[src/rtl/multicycle_ctrl.sv]
// Multicycle processor control unit: a Moore FSM that sequences the shared
// datapath through fetch/decode/execute. It bounds the time spent waiting on
// memory and counts retired instructions with saturation.
module multicycle_ctrl #(
    parameter int MAX_WAIT = 15,
    parameter int CNT_W    = 16
) (
    input  logic             clk,
    input  logic             rst,
    input  logic [5:0]       opcode,
    input  logic             mem_ready,
    output logic             PCWrite,
    output logic             PCWriteCond,
    output logic             IorD,
    output logic             MemRead,
    output logic             MemWrite,
    output logic             MemtoReg,
    output logic             IRWrite,
    output logic             ALUSrcA,
    output logic             RegWrite,
    output logic             RegDst,
    output logic [1:0]       PCSource,
    output logic [1:0]       ALUOp,
    output logic [1:0]       ALUSrcB,
    output logic [3:0]       state,
    output logic             halted,
    output logic             err,
    output logic [CNT_W-1:0] instr_count
);

    localparam int WAIT_W = (MAX_WAIT < 1) ? 1 : $clog2(MAX_WAIT + 1);
    localparam logic [WAIT_W-1:0] WAIT_LIMIT = WAIT_W'(MAX_WAIT);

    localparam logic [5:0] OP_RTYPE = 6'b000000;
    localparam logic [5:0] OP_ADDI  = 6'b001000;
    localparam logic [5:0] OP_LW    = 6'b100011;
    localparam logic [5:0] OP_SW    = 6'b101011;
    localparam logic [5:0] OP_BEQ   = 6'b000100;
    localparam logic [5:0] OP_J     = 6'b000010;
    localparam logic [5:0] OP_HALT  = 6'b111111;

    typedef enum logic [3:0] {
        S_FETCH  = 4'd0,
        S_DECODE = 4'd1,
        S_MEMADR = 4'd2,
        S_MEMRD  = 4'd3,
        S_MEMWB  = 4'd4,
        S_MEMWR  = 4'd5,
        S_EXEC   = 4'd6,
        S_RWB    = 4'd7,
        S_BRANCH = 4'd8,
        S_JUMP   = 4'd9,
        S_ADDIEX = 4'd10,
        S_ADDIWB = 4'd11,
        S_HALT   = 4'd12,
        S_ERROR  = 4'd13
    } state_t;

    state_t            state_q, state_d;
    logic [WAIT_W-1:0] wait_q, wait_d;
    logic [5:0]        op_q, op_d;
    logic [CNT_W-1:0]  count_q, count_d;

    logic              inWaitState;
    logic              waitExpired;
    logic              retiring;

    // Next-state logic: decode, memory-wait timeout and retired-instruction counting
    always_comb begin
        state_d     = state_q;
        op_d        = op_q;
        wait_d      = '0;
        count_d     = count_q;
        inWaitState = (state_q == S_FETCH) || (state_q == S_MEMRD) || (state_q == S_MEMWR);
        waitExpired = inWaitState && !mem_ready && (wait_q == WAIT_LIMIT);
        retiring    = 1'b0;

        case (state_q)
            S_FETCH: begin
                if (waitExpired)    state_d = S_ERROR;
                else if (mem_ready) state_d = S_DECODE;
            end
            S_DECODE: begin
                op_d = opcode;
                case (opcode)
                    OP_RTYPE:      state_d = S_EXEC;
                    OP_ADDI:       state_d = S_ADDIEX;
                    OP_LW, OP_SW:  state_d = S_MEMADR;
                    OP_BEQ:        state_d = S_BRANCH;
                    OP_J:          state_d = S_JUMP;
                    OP_HALT:       state_d = S_HALT;
                    default:       state_d = S_ERROR;
                endcase
            end
            S_MEMADR: begin
                if (op_q == OP_LW)      state_d = S_MEMRD;
                else if (op_q == OP_SW) state_d = S_MEMWR;
                else                    state_d = S_ERROR;
            end
            S_MEMRD: begin
                if (waitExpired)    state_d = S_ERROR;
                else if (mem_ready) state_d = S_MEMWB;
            end
            S_MEMWR: begin
                if (waitExpired)    state_d = S_ERROR;
                else if (mem_ready) state_d = S_FETCH;
            end
            S_MEMWB:  state_d = S_FETCH;
            S_EXEC:   state_d = S_RWB;
            S_RWB:    state_d = S_FETCH;
            S_ADDIEX: state_d = S_ADDIWB;
            S_ADDIWB: state_d = S_FETCH;
            S_BRANCH: state_d = S_FETCH;
            S_JUMP:   state_d = S_FETCH;
            S_HALT:   state_d = S_HALT;
            S_ERROR:  state_d = S_ERROR;
            default:  state_d = S_ERROR;
        endcase

        if (inWaitState && !mem_ready && (state_d == state_q)) begin
            wait_d = wait_q + WAIT_W'(1);
        end

        retiring = (state_d == S_FETCH) && (state_q != S_FETCH);
        if (retiring && (count_q != {CNT_W{1'b1}})) begin
            count_d = count_q + CNT_W'(1);
        end
    end

    // State, wait counter, latched opcode and retired count, with synchronous active-low reset
    always_ff @(posedge clk) begin
        if (!rst) begin
            state_q <= S_FETCH;
            wait_q  <= '0;
            op_q    <= '0;
            count_q <= '0;
        end else begin
            state_q <= state_d;
            wait_q  <= wait_d;
            op_q    <= op_d;
            count_q <= count_d;
        end
    end

    // Moore outputs per state, all forced low while reset is held
    always_comb begin
        PCWrite     = 1'b0;
        PCWriteCond = 1'b0;
        IorD        = 1'b0;
        MemRead     = 1'b0;
        MemWrite    = 1'b0;
        MemtoReg    = 1'b0;
        IRWrite     = 1'b0;
        ALUSrcA     = 1'b0;
        RegWrite    = 1'b0;
        RegDst      = 1'b0;
        PCSource    = 2'b00;
        ALUOp       = 2'b00;
        ALUSrcB     = 2'b00;
        halted      = 1'b0;
        err         = 1'b0;
        instr_count = count_q;
        state       = state_q;

        case (state_q)
            S_FETCH: begin
                MemRead = 1'b1;
                ALUSrcB = 2'b01;
                PCWrite = mem_ready;
                IRWrite = mem_ready;
            end
            S_DECODE: ALUSrcB = 2'b11;
            S_MEMADR: begin
                ALUSrcA = 1'b1;
                ALUSrcB = 2'b10;
            end
            S_MEMRD: begin
                MemRead = 1'b1;
                IorD    = 1'b1;
            end
            S_MEMWB: begin
                RegWrite = 1'b1;
                MemtoReg = 1'b1;
            end
            S_MEMWR: begin
                MemWrite = 1'b1;
                IorD     = 1'b1;
            end
            S_EXEC: begin
                ALUSrcA = 1'b1;
                ALUOp   = 2'b10;
            end
            S_RWB: begin
                RegWrite = 1'b1;
                RegDst   = 1'b1;
            end
            S_ADDIEX: begin
                ALUSrcA = 1'b1;
                ALUSrcB = 2'b10;
            end
            S_ADDIWB: RegWrite = 1'b1;
            S_BRANCH: begin
                ALUSrcA     = 1'b1;
                ALUOp       = 2'b01;
                PCWriteCond = 1'b1;
                PCSource    = 2'b01;
            end
            S_JUMP: begin
                PCWrite  = 1'b1;
                PCSource = 2'b10;
            end
            S_HALT:  halted = 1'b1;
            S_ERROR: err    = 1'b1;
            default: ;
        endcase

        if (!rst) begin
            PCWrite     = 1'b0;
            PCWriteCond = 1'b0;
            IorD        = 1'b0;
            MemRead     = 1'b0;
            MemWrite    = 1'b0;
            MemtoReg    = 1'b0;
            IRWrite     = 1'b0;
            ALUSrcA     = 1'b0;
            RegWrite    = 1'b0;
            RegDst      = 1'b0;
            PCSource    = 2'b00;
            ALUOp       = 2'b00;
            ALUSrcB     = 2'b00;
            halted      = 1'b0;
            err         = 1'b0;
            instr_count = '0;
        end
    end

endmodule

[config.mk]
export PLATFORM = sky130hd
export DESIGN_NAME = multicycle_ctrl
export DESIGN_NICKNAME = d
export VERILOG_FILES = /design/src/rtl/multicycle_ctrl.sv
export SDC_FILE = /design/constraint.sdc
export NUM_CORES = 1
export LEC_CHECK = 0
export CORE_ASPECT_RATIO = 1.2
export CORE_MARGIN = 3
export CORE_UTILIZATION = 30
export CTS_CLUSTER_DIAMETER = 40
export CTS_CLUSTER_SIZE = 20
export DETAILED_ROUTE_END_ITERATION = 12
export SLEW_MARGIN = 20
export SYNTH_ARGS = -nofsm -noshare
export SYNTH_HDL_FRONTEND = slang
export SYNTH_SLANG_ARGS = --single-unit
[constraint.sdc]
create_clock -name clk -period 2.8 [get_ports clk]
set_input_delay 0.56 -clock clk [delete_from_list [all_inputs] [get_ports clk]]
set_output_delay 0.56 -clock clk [all_outputs]
set_load 0.02 [all_outputs]
==> metrics <==
Longest Clk Path Bufs=2; Hold Path Cell Cnt=2; endpoints failing setup=0; Post-Syn Nets=263; Initial Utilization=31.2%; drt pass-1 iters=4; RSZ-0062 raised after global routing=false; critical path endpoint category=output pin; top-area cell type share of the netlist area=31.4%; via-per-instance ratio=4.95; post-detail-place hpwl=3720 um; CP Class=input port to output pin; slowest CP cell=clkdlybuf4s50_1; filler instances=657; Worst Setup Start Kind=input port; IO Port Bufs=46; Ports=47; Gate Count Post-Synth=252; IR drop worst, VDD=209 uV; die width=78.9 um; Worst Path Arrival=2.15 ns; number of max-cap violations=0; first-pass GRT wire length=8560 um; Top cell by count, worst path=clkdlybuf4s50_1; cts hold-fix bufs=0; min cycle time layout=2.71 ns; proportion of layout cells with a drive suffix above 1=15.7%; die area=0.00738 mm2; NumNets Final=323; Worst Hold End=op_q[2]; Total Routed Length=5120 um; PD cells=501 mW/mm2; Syn-to-layout area delta=39.0%; Hold WC Path Type=flip-flop to flip-flop; Hold Path Origin=op_q[2]; RR Startpoint=op_q[2]; Final Max Slew Viols=0; Critical path buffers and inverters=3; htree depth=2; CP Depth=5; Critical Path RT=2.24 ns; n_diodes=0; hold_ws=0.454 ns; Synth Warn #=0; Sink Count=30; outcome=complete, no violations; final hold violation count=0; global placer's final weighted congestion=0.839; largest area contributor in the netlist=dfxtp_1; largest net degree at the start of global routing=24; Primary FF master, synth=dfxtp_1; Worst Skew=0.00640 ns; Tcrit/Tclk final=96.9%; die height=93.5 um; clk slew on worst S/H paths=0.06 ns; Worst Path Max Fanout=7; CTS tree=done; CP peak stage delay=0.62 ns; number of flops mapped to enable cells by yosys=0; crit path cell chain=clkdlybuf4s50_1 > buf_4 > nand2_1 > o22ai_1 > clkdlybuf4s50_1; antenna-violating nets left=0; vias=1,952; DR DRC count=0; clock latency at the later pin of the worst-skew pair=0.28 ns; vias in the first global route=1,834; total grt overflow=0; Num CTS Buffers=5; final setup TNS=0 ns; core area=0.00613 mm2; sequential area share after synthesis=31.4%; Tightest Pin Transition=0.410 ns; R2R depth=9; Max Fclk=369 MHz; syn avg cell area=7.59 um2; Unique masters post-synth=46; wire per inst=13.0 um; antenna violations before repair=0; CP top delay family=buffers and inverters; Yosys reg bits=30; GRT Total Usage=14.1%; top cells by area, synth=dfxtp_1 (31%), nand2_1 (5.9%), a21oi_1 (5.8%); Total Power=1330 uW; 1st-iter DRT viols=92; RR Endpoint=count_q[15]; Post-synth ARST share=0%; Syn Std Cell Area=0.00191 mm2; Worst slew margin=72.7%; FP Rows=31; FF-to-FF setup slack=0.30 ns; root buf cell=clkbuf_8; leakage power=0.00105 uW
-- cell usage after synthesis (4+ instances only) --
library cell,instances
a21oi_1,22
and2_1,16
and3_1,6
and4_2,4
buf_4,4
clkbuf_8,6
dfxtp_1,30
nand2_1,30
nand3_1,10
nor2_1,28
nor3_1,5
o21ai_0,19
o31ai_1,6
or3_1,11
-- through the flow --
step	cell area (um2)	worst slack [ns]	util (%)	instances
after floorplan	1910	0.375	-	252
after global placement	2480	-0.246	40.4	383
after detailed placement	2480	-0.317	40.4	383
after CTS	2610	0.0491	42.6	393
after global routing	2660	0.00518	43.4	394
final	2660	0.0864	43.4	394
-- power breakdown --
part | internal, uW | switching, uW
Sequential | 452 | 29.2
Clock | 284 | 156
Combinational | 192 | 219
-- state kept, by name, summed over array words and instances, names as in the netlist --
signal and count:
count_q 16, op_q 6, state 4, wait_q 4
-- per-layer routing --
layer	track usage (%)	wire length, um	vias up
li1	-	-	1010
met1	17.5	2360	892
met2	24.3	2460	44
met3	3.28	243	6
met4	4.30	59	0
met5	0	0	-
-- area by class of cell --
type	instances	area, um2	area share, %
inverters	4	15.0	0.565
clock buffers	6	82.6	3.11
multi-input cells	201	1170	43.9
clock inverters	1	30.0	1.13
repair buffers	70	659	24.8
well taps	82	103	3.86
flip-flops and latches	30	602	22.6
-- what timing repair did --
item,in CTS,in global routing
cloned,2,0
setup buffers,1,1
resized for setup,7,15
pin swaps,6,5
endpoints found under the hold margin,0,0
endpoints found under the setup margin,3,19
-- cells in the final DEF (no fill, tap or decap), types with 4 or more instances in the layout --
| master | count |
|---|---|
| nand3_1 | 10 |
| dfxtp_1 | 29 |
| and4_2 | 4 |
| clkdlybuf4s50_1 | 37 |
| or3_1 | 11 |
| nor2_1 | 28 |
| and3_1 | 6 |
| nor3_1 | 5 |
| clkbuf_8 | 6 |
| a21oi_1 | 20 |
| nand2_1 | 30 |
| dlymetal6s2s_1 | 5 |
| dlygate4sd2_1 | 4 |
| o31ai_1 | 6 |
| o21ai_0 | 18 |
| and2_1 | 16 |
| buf_4 | 21 |
-- cells by family (layout without fill, tap and decap cells) --
| family | after synthesis | in the layout | share of synthesized area [%] |
|---|---|---|---|
| and+or+nand+nor | 135 | 135 | 37.7 |
| AOI/OAI and AO/OA | 58 | 58 | 18.2 |
| DFF | 30 | 30 | 31.4 |
| buffers and inverters | 21 | 81 | 8.63 |
| xor gates and xnor gates | 6 | 6 | 2.75 |
| adders and majority gates | 2 | 2 | 1.31 |
-- worst min-delay path: cells and delay by family (launching register included) --
kind / cells / cell delay, ns
AO/OA/AOI/OAI: 1 / 0.05
flip-flops: 1 / 0.31
AND/OR/NAND/NOR: 1 / 0.05
-- worst max-delay path by stage --
stage              start         end  slack, ns
2_1_floorplan  opcode[5]  count_q[5]       0.38
3_3_place_gp   opcode[5]  count_q[3]      -0.25
3_5_place_dp   opcode[5]  count_q[3]      -0.32
4_1_cts        opcode[5]  count_q[4]       0.05
5_1_grt              rst     PCWrite      0.005
6_report             rst     PCWrite       0.09
Note: power is estimated with default switching activity, not from simulation.
